## config.mk

```make
export PLATFORM = sky130hd
export DESIGN_NAME = truth_table_scanner
export DESIGN_NICKNAME = d
export VERILOG_FILES = /design/src/rtl/truth_table_scanner.sv
export SDC_FILE = /design/constraint.sdc
export NUM_CORES = 1
export LEC_CHECK = 0
export CORE_MARGIN = 8
export CORE_UTILIZATION = 48
export CTS_CLUSTER_DIAMETER = 120
export DETAILED_ROUTE_END_ITERATION = 8
export PLACE_DENSITY = 0.73
export REMOVE_ABC_BUFFERS = 1
export SYNTH_ARGS = -nofsm -noshare
export SYNTH_HDL_FRONTEND = slang
export SYNTH_SLANG_ARGS = --single-unit
```

## constraint.sdc

```tcl
create_clock -name clk -period 5.45 [get_ports clk]
set_input_delay 1.635 -clock clk [delete_from_list [all_inputs] [get_ports clk]]
set_output_delay 1.635 -clock clk [all_outputs]
set_load 0.1 [all_outputs]
```

## src/rtl/truth_table_scanner.sv

```systemverilog
// truth_table_scanner: walks a small combinational block through every input
// combination, captures its response as a minterm mask and grades that mask
// against a golden truth table (pass/fail, mismatch count, first bad index).
module truth_table_scanner #(
  parameter int                     N_IN     = 4,
  parameter int                     SETTLE   = 1,
  parameter logic [(1<<N_IN)-1:0]   EXPECTED = 16'hFB8B
) (
  input  logic                   clk,
  input  logic                   rst_n,
  input  logic                   start,
  output logic [N_IN-1:0]        x_out,
  input  logic                   f_in,
  output logic                   busy,
  output logic                   done,
  output logic [(1<<N_IN)-1:0]   mask,
  output logic                   pass,
  output logic                   fail,
  output logic [N_IN:0]          mismatch_count,
  output logic [N_IN-1:0]        first_fail_idx
);

  localparam int NV = 1 << N_IN;
  localparam int CW = (SETTLE > 1) ? $clog2(SETTLE) : 1;
  localparam logic [N_IN-1:0] LAST_IDX = N_IN'(NV - 1);
  localparam logic [CW-1:0]   RELOAD   = CW'(SETTLE - 1);

  typedef enum logic [1:0] {
    S_IDLE,
    S_SETTLE,
    S_SAMPLE,
    S_DONE
  } state_t;

  state_t            state_q, state_d;
  logic [CW-1:0]     cnt_q, cnt_d;
  logic [N_IN-1:0]   x_q, x_d;
  logic [NV-1:0]     mask_q, mask_d;
  logic [N_IN:0]     mcnt_q, mcnt_d;
  logic [N_IN-1:0]   ffi_q, ffi_d;
  logic              busy_q, busy_d;
  logic              done_q, done_d;
  logic              pass_q, pass_d;
  logic              fail_q, fail_d;

  // Next-state logic: the vector index lives in x_q itself, so the stimulus
  // register doubles as the scan position and never needs a separate counter.
  always_comb begin
    state_d = state_q;
    cnt_d   = cnt_q;
    x_d     = x_q;
    mask_d  = mask_q;
    mcnt_d  = mcnt_q;
    ffi_d   = ffi_q;
    busy_d  = busy_q;
    done_d  = 1'b0;
    pass_d  = pass_q;
    fail_d  = fail_q;

    unique case (state_q)
      S_IDLE: begin
        x_d = '0;
        if (start) begin
          mask_d  = '0;
          mcnt_d  = '0;
          ffi_d   = '0;
          pass_d  = 1'b0;
          fail_d  = 1'b0;
          cnt_d   = RELOAD;
          busy_d  = 1'b1;
          state_d = S_SETTLE;
        end
      end

      S_SETTLE: begin
        if (cnt_q == '0) begin
          state_d = S_SAMPLE;
        end else begin
          cnt_d = cnt_q - 1'b1;
        end
      end

      S_SAMPLE: begin
        mask_d[x_q] = f_in;
        if (f_in != EXPECTED[x_q]) begin
          mcnt_d = mcnt_q + 1'b1;
          if (mcnt_q == '0) begin
            ffi_d = x_q;
          end
        end
        if (x_q == LAST_IDX) begin
          state_d = S_DONE;
        end else begin
          x_d     = x_q + 1'b1;
          cnt_d   = RELOAD;
          state_d = S_SETTLE;
        end
      end

      S_DONE: begin
        done_d  = 1'b1;
        pass_d  = (mcnt_q == '0);
        fail_d  = (mcnt_q != '0);
        busy_d  = 1'b0;
        x_d     = '0;
        state_d = S_IDLE;
      end

      default: begin
        state_d = S_IDLE;
      end
    endcase
  end

  // State and result registers; reset aborts any scan without a done pulse.
  always_ff @(posedge clk or negedge rst_n) begin
    if (!rst_n) begin
      state_q <= S_IDLE;
      cnt_q   <= '0;
      x_q     <= '0;
      mask_q  <= '0;
      mcnt_q  <= '0;
      ffi_q   <= '0;
      busy_q  <= 1'b0;
      done_q  <= 1'b0;
      pass_q  <= 1'b0;
      fail_q  <= 1'b0;
    end else begin
      state_q <= state_d;
      cnt_q   <= cnt_d;
      x_q     <= x_d;
      mask_q  <= mask_d;
      mcnt_q  <= mcnt_d;
      ffi_q   <= ffi_d;
      busy_q  <= busy_d;
      done_q  <= done_d;
      pass_q  <= pass_d;
      fail_q  <= fail_d;
    end
  end

  assign x_out          = x_q;
  assign busy           = busy_q;
  assign done           = done_q;
  assign mask           = mask_q;
  assign pass           = pass_q;
  assign fail           = fail_q;
  assign mismatch_count = mcnt_q;
  assign first_fail_idx = ffi_q;

endmodule

```

Word-level counts from Yosys, hierarchy flattened --
Memories as Yosys holds them, arrays and structs flattened. Index checks and enable logic that the tools add are counted.
Storage, ports and cells: register bits 36, bits of input ports 4, memories kept 1, logic and storage cells 70, RAM bits 0, bits in read-only memories 16, output and inout bits 33, latch bits 0
Operators by class: $lt $le $gt $ge 2, shifts and indexed selects 0, add/subtract/negate cells 3, eq/ne operators 10, reduce and logical (&&, ||, !) cells 16, mux-type cells 28, div/mod/pow operators 0, multiply operators 0, bitwise gates (word level) 0
Memory list:
- (no name shown) | words 16, width 1, rd ports 1, clocked after Yosys merged registers in 0, write ports 0, line 85 | if (f_in != EXPECTED[x_q]) begin
Operators by type and width (number):
- case mux 16 bit (2 select lines) | 1
- bitwise mux 16 bit | 1
- 2-to-1 mux 16 bit | 1
- 2-to-1 mux 4 bit | 4
- case mux 4 bit (2 select lines) | 2
- 2-to-1 mux 5 bit | 2
- != test 2 bit, second input constant | 5
- case mux 5 bit (2 select lines) | 1
- case mux 2 bit (4 select lines) | 1
- AND reduction 2 bit | 4
- 2-to-1 mux 1 bit | 7
- 2-to-1 mux 2 bit | 3
- case mux 1 bit (2 select lines) | 3
- AND reduction 3 bit | 2
- nonzero test 2 bit | 3
- adder 5 x 1 -> 5 bit, second input constant | 1
- zero test 5 bit | 1
- less-than comparator 4 x 5 -> 1 bit, second input constant | 1
- nonzero test 5 bit | 1
- adder 4 x 1 -> 4 bit, second input constant | 1
- demux 1 bit (select 4 bit) | 1
- == test 2 bit, second input constant | 2
- == test 4 bit, second input constant | 1
- >= comparator 4 x 1 -> 1 bit, second input constant | 1
- other kinds (9) | 9

Longest topological paths before layout --
word-level depth 6, mapped depth 8, gate-level depth less buffers 7

Worst setup path before layout --
OpenSTA, ideal clock, no wires.
kind register to output, from register x_q[3] (netlist: x_out[3]), to output port x_out[3], arrival 1.017 ns, stages on the path, launching flop included 1, required time 3.815 ns, path buffers 0, path slack 2.798 ns, cell sequence dfrtp_1
RTL lines:
- start, declared | line 37 | logic [N_IN-1:0] x_q, x_d;
- start signal, assigned | line 120 | x_q <= '0;
- start signal, assigned | line 131 | x_q <= x_d;
- end, declared | line 12 | output logic [N_IN-1:0] x_out,
No word-level cell between the ends.

Worst setup path in the final report --
from register x_q[3] (netlist: x_out[3]), to output port x_out[3]
No word-level cell between the ends.

==> results.cfg <==
[outcome]
status = finished, final reports clean

[clock_network]
path_clk_slew_ps = 60
clock_latency_ps = 290
cts_tree = yes
cts_max_level = 2
ctsResizeCount = 0
clockBufferDepth = 2
cts_setup_buffers = 0
ctsHoldBuffers = 0
cts_sinks = 35
cts_buffers = 5
clockRootBuffer = clkbuf_8

[routing]
wl_per_cell_um = 15.8
vias = 1684
wl_um = 4600
detail-route-antenna-nets = 0
drtPass1Iterations = 4
first_iter_violations = 206
drc = 0
via_per_inst = 5.77

[global_route]
grt_pass1_vias = 1628
grt_pass1_wl_um = 7750
track_usage = 0.151
grt_max_degree = 44
grt-ovfl-total = 0
antenna_found_initial = 0

[logic_synthesis]
synth_edf_count = 0
ys_ff_latch = 35
synthTopCellsByArea = dfrtp_1, o21ai_0, ha_1, a21boi_0, nand2_1
yosysSeqAreaShare = 0.443
yosys_warnings = 0
ys_top_cells_by_count = dfrtp_1, o21ai_0, nand2_1
netlist_instances = 210
synth_area_per_cell_um2 = 9.41
synth_top_area_frac = 0.443
yosysTopAreaCell = dfrtp_1
async_flop_share = 1.00
yosys_most_used_dff = dfrtp_1
yosysMostFrequentCell = dfrtp_1
synthDistinctLibCells = 38
syn_area_um2 = 1980

[floorplan]
fp.dieH_um = 80.2
die_w_um = 80.2
rows = 23
initial_core_util = 0.498
die_area_um2 = 6430
coreArea_um2 = 3970
ioPinCount = 37

[critical_path]
path_delay_family = buffers and inverters
reg2reg_depth = 7
slowest_delay_ps = 1250
crit_fanout = 16
setup.worst_path.start = x_out[3]$_DFFE_PN0P_
r2r_slack_ps = 2940
cp-end-kind = primary output
worst-path-stages = 1
critPathKind = flop to primary output
cp.arrival_ps = 2250
worstPathRequired_ps = 3820
worstReg2RegEnd = mask[10]$_DFFE_PN0P_
path_buf_inv = 1
cp-start-kind = flop
critical_path.cell_chain = clkdlybuf4s50_1
crit_path_end = x_out[3]
cpMaxStageDelayCell = clkdlybuf4s50_1
reg2reg_from = state_q[0]$_DFFE_PN0P_

[finish]
antenna_cells = 0
area_growth_pct = 23.4
drive_above_1_share = 0.0661
nNetsFinal = 256

[sta]
slew_headroom = 0.339
post-route-worst-setup-slack_ps = 1570
rsz0062_at_grt = false
worstMarginPinSlew_ps = 988
setup_viol_count_final = 0
fin_skew_ps = 2.79
tns_ps = 0
timing.final.crit_share = 0.712
period_minus_slack_ps = 3880
drv_slew = 0
fmax_ghz = 0.258
hold_violations = 0

[placement]
io_buffers = 36
place.gp.congestion = 0.774
place_worst_setup_slack_ps = 1680
hpwl_um = 3290

[power_and_ir_drop]
p_leak_uw = 0.00101
p_per_area_nw_per_um2 = 581
vdd_drop_max_uv = 298

[min_path]
hp-class = flop to flop

[job]
cap_violations = 0
[worst register-to-register path: stages (launching register included)]
cell and delay, ps:
dfrtp_1 410, inv_1 90, ha_1 330, mux2i_2 840
buf_4 320, nor2_1 60, a22o_1 180, a22o_1 170
[per-stage QoR]
stage	power, uW	area [um2]	util	hold WS [ps]	instances
after floorplan	1030	1920	-	489	197
after global placement	1240	2370	0.596	501	286
after detailed placement	1250	2370	0.596	490	286
after CTS	1430	2440	0.614	507	292
after global routing	1510	2440	0.614	525	292
final	1420	2440	0.614	503	292
[cell families (layout without fill, tap and decap cells)]
| group | count (synthesis) | count (layout) | synth area share |
|---|---|---|---|
| buffers and inverters | 21 | 53 | 0.0449 |
| AND/OR/NAND/NOR | 64 | 64 | 0.171 |
| flip-flops | 35 | 35 | 0.443 |
| multiplexers | 5 | 5 | 0.0278 |
| AO/OA/AOI/OAI | 75 | 75 | 0.248 |
| adder cells (fa/ha/maj) | 9 | 9 | 0.0570 |
| XOR/XNOR | 1 | 1 | 0.00823 |
[how the worst min path moves through the flow]
stage / end / startpoint / slack, ps / cells past startpoint
2_1_floorplan: state_q[1]$_DFFE_PN0P_ / state_q[1]$_DFFE_PN0P_ / 490 / 1
3_3_place_gp: mask[2]$_DFFE_PN0P_ / mask[2]$_DFFE_PN0P_ / 500 / 2
3_5_place_dp: mask[15]$_DFFE_PN0P_ / mask[15]$_DFFE_PN0P_ / 490 / 1
4_1_cts: mask[15]$_DFFE_PN0P_ / mask[15]$_DFFE_PN0P_ / 510 / 1
5_1_grt: mask[15]$_DFFE_PN0P_ / mask[15]$_DFFE_PN0P_ / 520 / 1
6_report: mask[15]$_DFFE_PN0P_ / mask[15]$_DFFE_PN0P_ / 500 / 1
[power breakdown]
part	internal, uW	switching, uW
combinational	234	636
sequential	318	59.3
clock	85.1	86.5
total	637	782
[layout make-up]
cell class / count / area, um2
timing repair buffer: 39 / 383
multi-input combinational: 154 / 1020
fill: 341 / 1530
inverter: 8 / 30.0
tap: 50 / 62.6
clock buffer: 6 / 72.6
sequential: 35 / 876
[cell usage in the layout, fill, tap and decap left out, types with 2 or more instances in the layout]
| cell | n |
|---|---|
| clkdlybuf4s50_1 | 36 |
| dfrtp_1 | 35 |
| o21ai_0 | 34 |
| nand2_1 | 24 |
| a21boi_0 | 14 |
| ha_1 | 9 |
| inv_1 | 8 |
| nor2_1 | 7 |
| nand3_1 | 7 |
| a21oi_1 | 7 |
| nand4_1 | 5 |
| o211ai_1 | 5 |
| clkbuf_8 | 5 |
| a22o_1 | 4 |
| and2_1 | 3 |
| o31ai_1 | 3 |
| nand2b_1 | 3 |
| and3_1 | 3 |
| nor2b_1 | 3 |
| mux2i_1 | 3 |
| buf_4 | 3 |
| nand4b_1 | 2 |
| a32oi_1 | 2 |
[registers in the layout, indices dropped and copies added, names as in the netlist]
signal / cells
first_fail_idx: 4
busy: 1
mismatch_count: 5
state_q: 2
done: 1
x_out: 4
fail: 1
mask: 16
pass: 1
[routing by layer]
layer	global-route usage	share of wire
met5	0	0
met4	0.0709	0.017
met3	0.0268	0.057
met2	0.246	0.48
met1	0.189	0.44
(Power assumes the default switching activity.)
